--- src/rtl/alu_arb_pkg.sv ---
// Shared definitions for the two-requester ALU arbiter.
//   - arb_state_e : FSM state encoding (idle, issue, wait, response)
//   - CMD_MUL / CMD_MUL_T : multiply command codes (valid with MODE=1)
//   - DEF_LAT / DEF_MUL_LAT : default ALU latencies in cycles
package alu_arb_pkg;

  typedef enum logic [1:0] {
    StIdle  = 2'd0,
    StIssue = 2'd1,
    StWait  = 2'd2,
    StResp  = 2'd3
  } arb_state_e;

  localparam logic [3:0] CMD_MUL   = 4'b1001;
  localparam logic [3:0] CMD_MUL_T = 4'b1010;

  localparam int unsigned DEF_LAT     = 2;
  localparam int unsigned DEF_MUL_LAT = 3;

endpackage

--- src/rtl/rr_arb2.sv ---
// Two-way round-robin arbiter.
//   clk_i  : clock, rising edge
//   rst_i  : synchronous active-high reset; last grant = requester 1
//   req_i  : request per requester
//   hs_i   : a grant was accepted this cycle; updates the last-grant pointer
//   gnt_o  : one-hot grant, or zero when nothing requests
module rr_arb2 (
  input  logic       clk_i,
  input  logic       rst_i,
  input  logic [1:0] req_i,
  input  logic       hs_i,
  output logic [1:0] gnt_o
);

  logic last_q;

  always_comb begin
    gnt_o = 2'b00;
    unique case (req_i)
      2'b01:   gnt_o = 2'b01;
      2'b10:   gnt_o = 2'b10;
      // Contention goes to whoever was not served last.
      2'b11:   gnt_o = last_q ? 2'b01 : 2'b10;
      default: gnt_o = 2'b00;
    endcase
  end

  always_ff @(posedge clk_i) begin
    if (rst_i) begin
      last_q <= 1'b1;
    end else if (hs_i) begin
      last_q <= gnt_o[1];
    end
  end

endmodule

--- src/rtl/alu_arbiter.sv ---
// Arbitrates two requesters onto one pipelined ALU, one operation in flight.
//   CLK, RST           : clock and synchronous active-high reset
//   REQ_*              : per-requester request channel (valid/ready handshake, operands)
//   ALU_*  (out)       : latched operation, ALU_CE high while the ALU must see it
//   ALU_*  (in)        : ALU results and flags, sampled at the end of the last held cycle
//   RSP_*              : one-cycle response pulse with owner id, result data and flags
//                        RSP_FLAGS = {COUT, OFLOW, G, E, L, ERR}
module alu_arbiter
  import alu_arb_pkg::*;
#(
  parameter int unsigned WIDTH   = 8,
  parameter int unsigned C_WIDTH = 4,
  parameter int unsigned LAT     = DEF_LAT,
  parameter int unsigned MUL_LAT = DEF_MUL_LAT
) (
  input  logic                 CLK,
  input  logic                 RST,
  input  logic [1:0]           REQ_VALID,
  output logic [1:0]           REQ_READY,
  input  logic [2*WIDTH-1:0]   REQ_OPA,
  input  logic [2*WIDTH-1:0]   REQ_OPB,
  input  logic [2*C_WIDTH-1:0] REQ_CMD,
  input  logic [1:0]           REQ_MODE,
  input  logic [1:0]           REQ_CIN,
  input  logic [3:0]           REQ_IN_VALID,
  output logic [WIDTH-1:0]     ALU_OPA,
  output logic [WIDTH-1:0]     ALU_OPB,
  output logic [C_WIDTH-1:0]   ALU_CMD,
  output logic                 ALU_MODE,
  output logic                 ALU_CIN,
  output logic                 ALU_CE,
  output logic [1:0]           ALU_IN_VALID,
  input  logic [WIDTH:0]       ALU_RES,
  input  logic [2*WIDTH-1:0]   ALU_MUL_RES,
  input  logic                 ALU_COUT,
  input  logic                 ALU_OFLOW,
  input  logic                 ALU_G,
  input  logic                 ALU_E,
  input  logic                 ALU_L,
  input  logic                 ALU_ERR,
  output logic                 RSP_VALID,
  output logic                 RSP_ID,
  output logic [WIDTH:0]       RSP_RES,
  output logic [2*WIDTH-1:0]   RSP_MUL_RES,
  output logic [5:0]           RSP_FLAGS
);

  localparam int unsigned MaxLat = (MUL_LAT > LAT) ? MUL_LAT : LAT;
  localparam int unsigned CntW   = $clog2(MaxLat + 1);

  arb_state_e state_q, state_d;
  logic [CntW-1:0] cnt_q, cnt_d;

  logic [1:0] gnt;
  logic       hs;
  logic       sel;
  logic       load;
  logic       capture;

  logic [WIDTH-1:0]   sel_opa, sel_opb;
  logic [C_WIDTH-1:0] sel_cmd;
  logic               sel_mode, sel_cin, sel_mul;
  logic [1:0]         sel_inv;
  logic [CntW-1:0]    sel_lat;

  logic [WIDTH-1:0]   opa_q, opb_q;
  logic [C_WIDTH-1:0] cmd_q;
  logic               mode_q, cin_q, id_q;
  logic [1:0]         inv_q;
  logic [WIDTH:0]     rsp_res_q;
  logic [2*WIDTH-1:0] rsp_mul_q;
  logic [5:0]         rsp_flags_q;

  rr_arb2 u_rr_arb2 (
    .clk_i (CLK),
    .rst_i (RST),
    .req_i (REQ_VALID),
    .hs_i  (hs),
    .gnt_o (gnt)
  );

  // Ready is only offered while idle and never while reset is asserted.
  assign REQ_READY = (state_q == StIdle && !RST) ? gnt : 2'b00;
  assign hs        = |(REQ_VALID & REQ_READY);
  assign sel       = gnt[1];

  always_comb begin
    sel_opa  = sel ? REQ_OPA[2*WIDTH-1:WIDTH]     : REQ_OPA[WIDTH-1:0];
    sel_opb  = sel ? REQ_OPB[2*WIDTH-1:WIDTH]     : REQ_OPB[WIDTH-1:0];
    sel_cmd  = sel ? REQ_CMD[2*C_WIDTH-1:C_WIDTH] : REQ_CMD[C_WIDTH-1:0];
    sel_mode = REQ_MODE[sel];
    sel_cin  = REQ_CIN[sel];
    sel_inv  = sel ? REQ_IN_VALID[3:2] : REQ_IN_VALID[1:0];
    sel_mul  = sel_mode && (sel_cmd == C_WIDTH'(CMD_MUL) || sel_cmd == C_WIDTH'(CMD_MUL_T));
    sel_lat  = sel_mul ? CntW'(MUL_LAT) : CntW'(LAT);
  end

  // cnt_q holds the number of held cycles remaining, including the current one.
  always_comb begin
    state_d = state_q;
    cnt_d   = cnt_q;
    load    = 1'b0;
    capture = 1'b0;
    unique case (state_q)
      StIdle: begin
        if (hs) begin
          load    = 1'b1;
          cnt_d   = sel_lat;
          state_d = StIssue;
        end
      end
      StIssue, StWait: begin
        if (cnt_q <= CntW'(1)) begin
          capture = 1'b1;
          cnt_d   = '0;
          state_d = StResp;
        end else begin
          cnt_d   = cnt_q - CntW'(1);
          state_d = StWait;
        end
      end
      StResp:  state_d = StIdle;
      default: state_d = StIdle;
    endcase
  end

  always_ff @(posedge CLK) begin
    if (RST) begin
      state_q     <= StIdle;
      cnt_q       <= '0;
      opa_q       <= '0;
      opb_q       <= '0;
      cmd_q       <= '0;
      mode_q      <= 1'b0;
      cin_q       <= 1'b0;
      inv_q       <= 2'b00;
      id_q        <= 1'b0;
      rsp_res_q   <= '0;
      rsp_mul_q   <= '0;
      rsp_flags_q <= '0;
    end else begin
      state_q <= state_d;
      cnt_q   <= cnt_d;
      if (load) begin
        opa_q  <= sel_opa;
        opb_q  <= sel_opb;
        cmd_q  <= sel_cmd;
        mode_q <= sel_mode;
        cin_q  <= sel_cin;
        inv_q  <= sel_inv;
        id_q   <= sel;
      end
      if (capture) begin
        rsp_res_q   <= ALU_RES;
        rsp_mul_q   <= ALU_MUL_RES;
        rsp_flags_q <= {ALU_COUT, ALU_OFLOW, ALU_G, ALU_E, ALU_L, ALU_ERR};
      end
    end
  end

  assign ALU_OPA      = opa_q;
  assign ALU_OPB      = opb_q;
  assign ALU_CMD      = cmd_q;
  assign ALU_MODE     = mode_q;
  assign ALU_CIN      = cin_q;
  assign ALU_CE       = (state_q == StIssue) || (state_q == StWait);
  assign ALU_IN_VALID = ALU_CE ? inv_q : 2'b00;

  assign RSP_VALID   = (state_q == StResp);
  assign RSP_ID      = id_q;
  assign RSP_RES     = rsp_res_q;
  assign RSP_MUL_RES = rsp_mul_q;
  assign RSP_FLAGS   = rsp_flags_q;

endmodule

--- config.mk ---
export PLATFORM = sky130hd
export DESIGN_NAME = alu_arbiter
export DESIGN_NICKNAME = d
export VERILOG_FILES = /design/src/rtl/alu_arb_pkg.sv /design/src/rtl/rr_arb2.sv /design/src/rtl/alu_arbiter.sv
export SDC_FILE = /design/constraint.sdc
export NUM_CORES = 1
export LEC_CHECK = 0
export CORE_AREA = 2 2 82 84
export DETAILED_ROUTE_END_ITERATION = 8
export DIE_AREA = 0 0 84 86
export PLACE_DENSITY_LB_ADDON = 0.05
export SLEW_MARGIN = 20
export SYNTH_ARGS = -nofsm -noshare
export SYNTH_HDL_FRONTEND = slang
export SYNTH_SLANG_ARGS = --single-unit
--- constraint.sdc ---
create_clock -name CLK -period 2.67 [get_ports CLK]
set_input_delay 0.801 -clock CLK [delete_from_list [all_inputs] [get_ports CLK]]
set_output_delay 0.801 -clock CLK [all_outputs]
set_load 0.01 [all_outputs]
==> impl_table.tex <==
\begin{tabular}{lr}
\hline
Metric & Value \\
\hline
\multicolumn{2}{l}{\textbf{Synthesis}} \\
Most numerous cell types in the synthesized netlist & nand2\_1 (67), dfxtp\_1 (61), a21oi\_1 (52) \\
FFs w/ async S/R, synth & 0 \\
Ys Warns & 0 \\
Synthesized area divided by synthesized cell count & 8.387 sq um \\
EDFF count, synth & 0 \\
Leading cell types by total area after synthesis & dfxtp\_1 (50\%), a21oi\_1 (11\%), nand2\_1 (10\%), nand2b\_1 (5.1\%), o22ai\_1 (4.8\%) \\
Fraction of synthesized cell area taken by the top area cell type & 0.4969 \\
Most frequently used cell type in the post-synthesis netlist & nand2\_1 \\
Post-synthesis cell type with the largest combined area & dfxtp\_1 \\
Ys flop type & dfxtp\_1 \\
Synthesized cell area & 2457 sq um \\
Post-synthesis cell type count & 29 \\
Post-synthesis sequential element count & 61 \\
Cell count after synthesis & 293 \\
Sequential cell area fraction in the yosys report & 0.4969 \\
Net count of the mapped netlist & 379 \\
\multicolumn{2}{l}{\textbf{Layout}} \\
Final \#Nets & 522 \\
Share of final-layout standard cells stronger than drive strength 1 & 0.07991 \\
Number of diodes & 0 \\
End-of-flow core utilization & 0.6552 \\
Synth-to-layout area growth & 67.36\% \\
Fill count & 575 \\
\multicolumn{2}{l}{\textbf{Critical path}} \\
Worst Path Arrival & 1690 ps \\
Start-to-end type of the worst setup path & reg -> out \\
Number of buffer and inverter instances along the worst setup path & 2 \\
Critical Path, Cell by Cell & inv\_1, ha\_2, clkdlybuf4s50\_1 \\
Kind of cell with the highest combined delay on the critical path & buffers and inverters \\
Required time worst endpoint & 1870 ps \\
Endpoint type of the worst setup path & output pin \\
Highest net fanout along the worst path & 6 \\
Cell with the largest stage delay on the worst path & clkdlybuf4s50\_1 \\
Worst Setup Start Kind & register \\
Slowest cell delay on critical path & 570 ps \\
\multicolumn{2}{l}{\textbf{Timing}} \\
Hold violation count in the final report & 0 \\
RSZ-0062 raised after global routing & no \\
Setup clock skew after layout & 8.347 ps \\
Min cycle time layout & 2493 ps \\
Highest attainable clock frequency & 0.4011 GHz \\
Setup-failing EPs final & 0 \\
Final worst-path cycle share & 0.9337 \\
Pin slew with the least headroom to its limit & 565.8 ps \\
Max-Slew Margin vs Limit & 0.6228 \\
Final TNS setup & 0 ps \\
Max-slew violations & 0 \\
\multicolumn{2}{l}{\textbf{Global route}} \\
Number of global-route vias before repair & 2439 \\
Wire length of the first global-routing pass & 10950 microns \\
Number of antenna violations at the first check in global routing & 0 \\
All-Layer GR Usage & 0.1867 \\
Global Route met3 Usage & 0.05005 \\
Maximum number of pins on one net before global-route repair & 63 \\
Total grt overflow & 0 \\
Most used routing layer in global routing & met2 \\
Met1 Usage GRT & 0.2187 \\
Global routing met2 resource utilization & 0.3171 \\
\multicolumn{2}{l}{\textbf{CTS}} \\
Number of clock sinks & 61 \\
Number of gates resized after CTS & 5 \\
Clock tree root buffer cell & clkbuf\_8 \\
Clock Latency Late Sink & 330 ps \\
Number of buffers inserted by post-CTS setup repair & 0 \\
H-tree levels & 3 \\
Maximum clock path buffer count & 2 \\
CTS tree & built \\
Number of hold buffers added after cts & 0 \\
Clock-pin slew of the registers on the worst-case setup and hold paths & 60 ps \\
Num CTS Buffers & 9 \\
\multicolumn{2}{l}{\textbf{Power and ir drop}} \\
Net switching power of the design & 0.001510 W \\
Total chip power & 0.004216 W \\
Internal Pwr Total & 0.002706 W \\
Gate power share & 0.500 \\
Fraction of power spent switching nets & 0.3581 \\
Proportion of power drawn by flip-flops and latches & 0.343 \\
Part of the power in the clock network & 0.157 \\
Power per cell area & 1025 nW/um\^{}2 \\
Leakage component of the power & 1.615 nW \\
Worst supply voltage drop on vdd & 0.5530 mV \\
\multicolumn{2}{l}{\textbf{Die}} \\
Die span in x & 84 microns \\
Top-Level Pins & 143 \\
Die height & 86 microns \\
Area inside the core boundary & 6277 sq um \\
Row count & 29 \\
Initial cell density of the core & 0.3915 \\
Area enclosed by the die boundary & 7224 sq um \\
\multicolumn{2}{l}{\textbf{Detailed routing}} \\
Number of search-and-repair iterations in the first detailed-routing pass & 5 \\
Via-per-instance ratio & 4.808 \\
Total detailed-routing wirelength & 6630 microns \\
\# DRC & 0 \\
Via total after detailed routing & 2476 \\
Avg WL per Cell & 12.87 microns \\
Residual antenna-violating net count after detailed routing & 0 \\
DRC violation total after the first TritonRoute iteration & 76 \\
\multicolumn{2}{l}{\textbf{Place}} \\
Routability cong. & 0.7651 \\
HPWL after detailed placement & 4782 microns \\
PortBufs & 142 \\
\multicolumn{2}{l}{\textbf{Flow run}} \\
Max Cap Viol & 0 \\
\multicolumn{2}{l}{\textbf{Min path}} \\
Type of the worst min-delay path & reg -> reg \\
\multicolumn{2}{l}{\textbf{Status}} \\
Result of the run & completed \\
\hline
\end{tabular}
through the flow:
| step | hold slack (ps) | worst slack (ps) | cells | instance area (sq um) |
|---|---|---|---|---|
| floorplan | 445.2 | 428.6 | 293 | 2457 |
| detailed placement | 445.3 | -317.3 | 502 | 3951 |
| CTS | 454.7 | 11.37 | 515 | 4103 |
| global route | 472.2 | 88.27 | 515 | 4113 |
| finish | 452.1 | 177.1 | 515 | 4113 |
| global placement | 440.9 | -305.4 | 502 | 3951 |
cell usage in the layout (no fill, tap or decap), types with 10 or more instances in the layout:
cell type / netlist / routed
a21oi_1: 52 / 52
dfxtp_1: 61 / 61
clkdlybuf4s50_1: 0 / 135
nand2_1: 67 / 67
o22ai_1: 19 / 19
clkbuf_8: 0 / 10
nand2b_1: 20 / 20
buf_4: 0 / 12
layout make-up:
class | instances | area, sq um | share of cell area
inverters | 6 | 22.52 | 0.005476
flip-flops and latches | 61 | 1221 | 0.2969
clock inverters | 3 | 15.01 | 0.003651
clock buffers | 10 | 137.6 | 0.03347
well taps | 77 | 96.34 | 0.02343
multi-input cells | 204 | 1107 | 0.2692
repair buffers | 154 | 1513 | 0.3678
state kept, by name, summed over array words and instances, names as in the netlist, 2 cells and up:
name,cells
RSP_FLAGS,6
state_q,2
inv_q,2
ALU_OPA,8
cnt_q,2
ALU_CMD,4
RSP_MUL_RES,16
ALU_OPB,8
RSP_RES,9
routing by layer:
metal	vias to the layer above	share of wire
met5	-	0
met2	87	0.47
met1	1106	0.44
met4	0	0.022
li1	1271	-
met3	12	0.072
power groups by stage:
stage	sequential [W]	clock, W	combinational [W]
after floorplan	0.00160	0	0.000932
after global placement	0.00145	0	0.00210
after detailed placement	0.00147	0	0.00213
after CTS	0.00145	0.000690	0.00214
after global routing	0.00150	0.000728	0.00230
final	0.00145	0.000660	0.00211
worst paths after layout:
| check | slack [ps] | cells past startpoint | end | start |
|---|---|---|---|---|
| worst min-delay path | 450 | 2 | RSP_RES[7]$_SDFFE_PP0P_ | RSP_RES[7]$_SDFFE_PP0P_ |
| worst max-delay path | 180 | 3 | ALU_CE | state_q[0]$_SDFFE_PP0P_ |
| worst max register to register | 890 | 6 | cnt_q[0]$_SDFFE_PP0P_ | state_q[0]$_SDFFE_PP0P_ |
| worst min register to register | 450 | 2 | RSP_RES[7]$_SDFFE_PP0P_ | RSP_RES[7]$_SDFFE_PP0P_ |
cells by family (layout without fill, tap and decap cells):
| logic type | after synthesis | in the layout | synth area share |
|---|---|---|---|
| compound gates | 86 | 86 | 0.1965 |
| flops | 61 | 61 | 0.4969 |
| mux | 6 | 6 | 0.02444 |
| simple gates | 107 | 107 | 0.2037 |
| buf+inv | 28 | 173 | 0.05601 |
| fa+ha+maj | 3 | 3 | 0.01528 |
| xor+xnor | 2 | 2 | 0.007130 |
worst reg2reg max path, cell delays in order, from the launching register on:
cell and delay [ps]:
dfxtp_1 360, inv_1 70, ha_2 320, buf_4 170, o41ai_1 340, o21ai_1 130, a311oi_1 290
(Power assumes the default switching activity.)
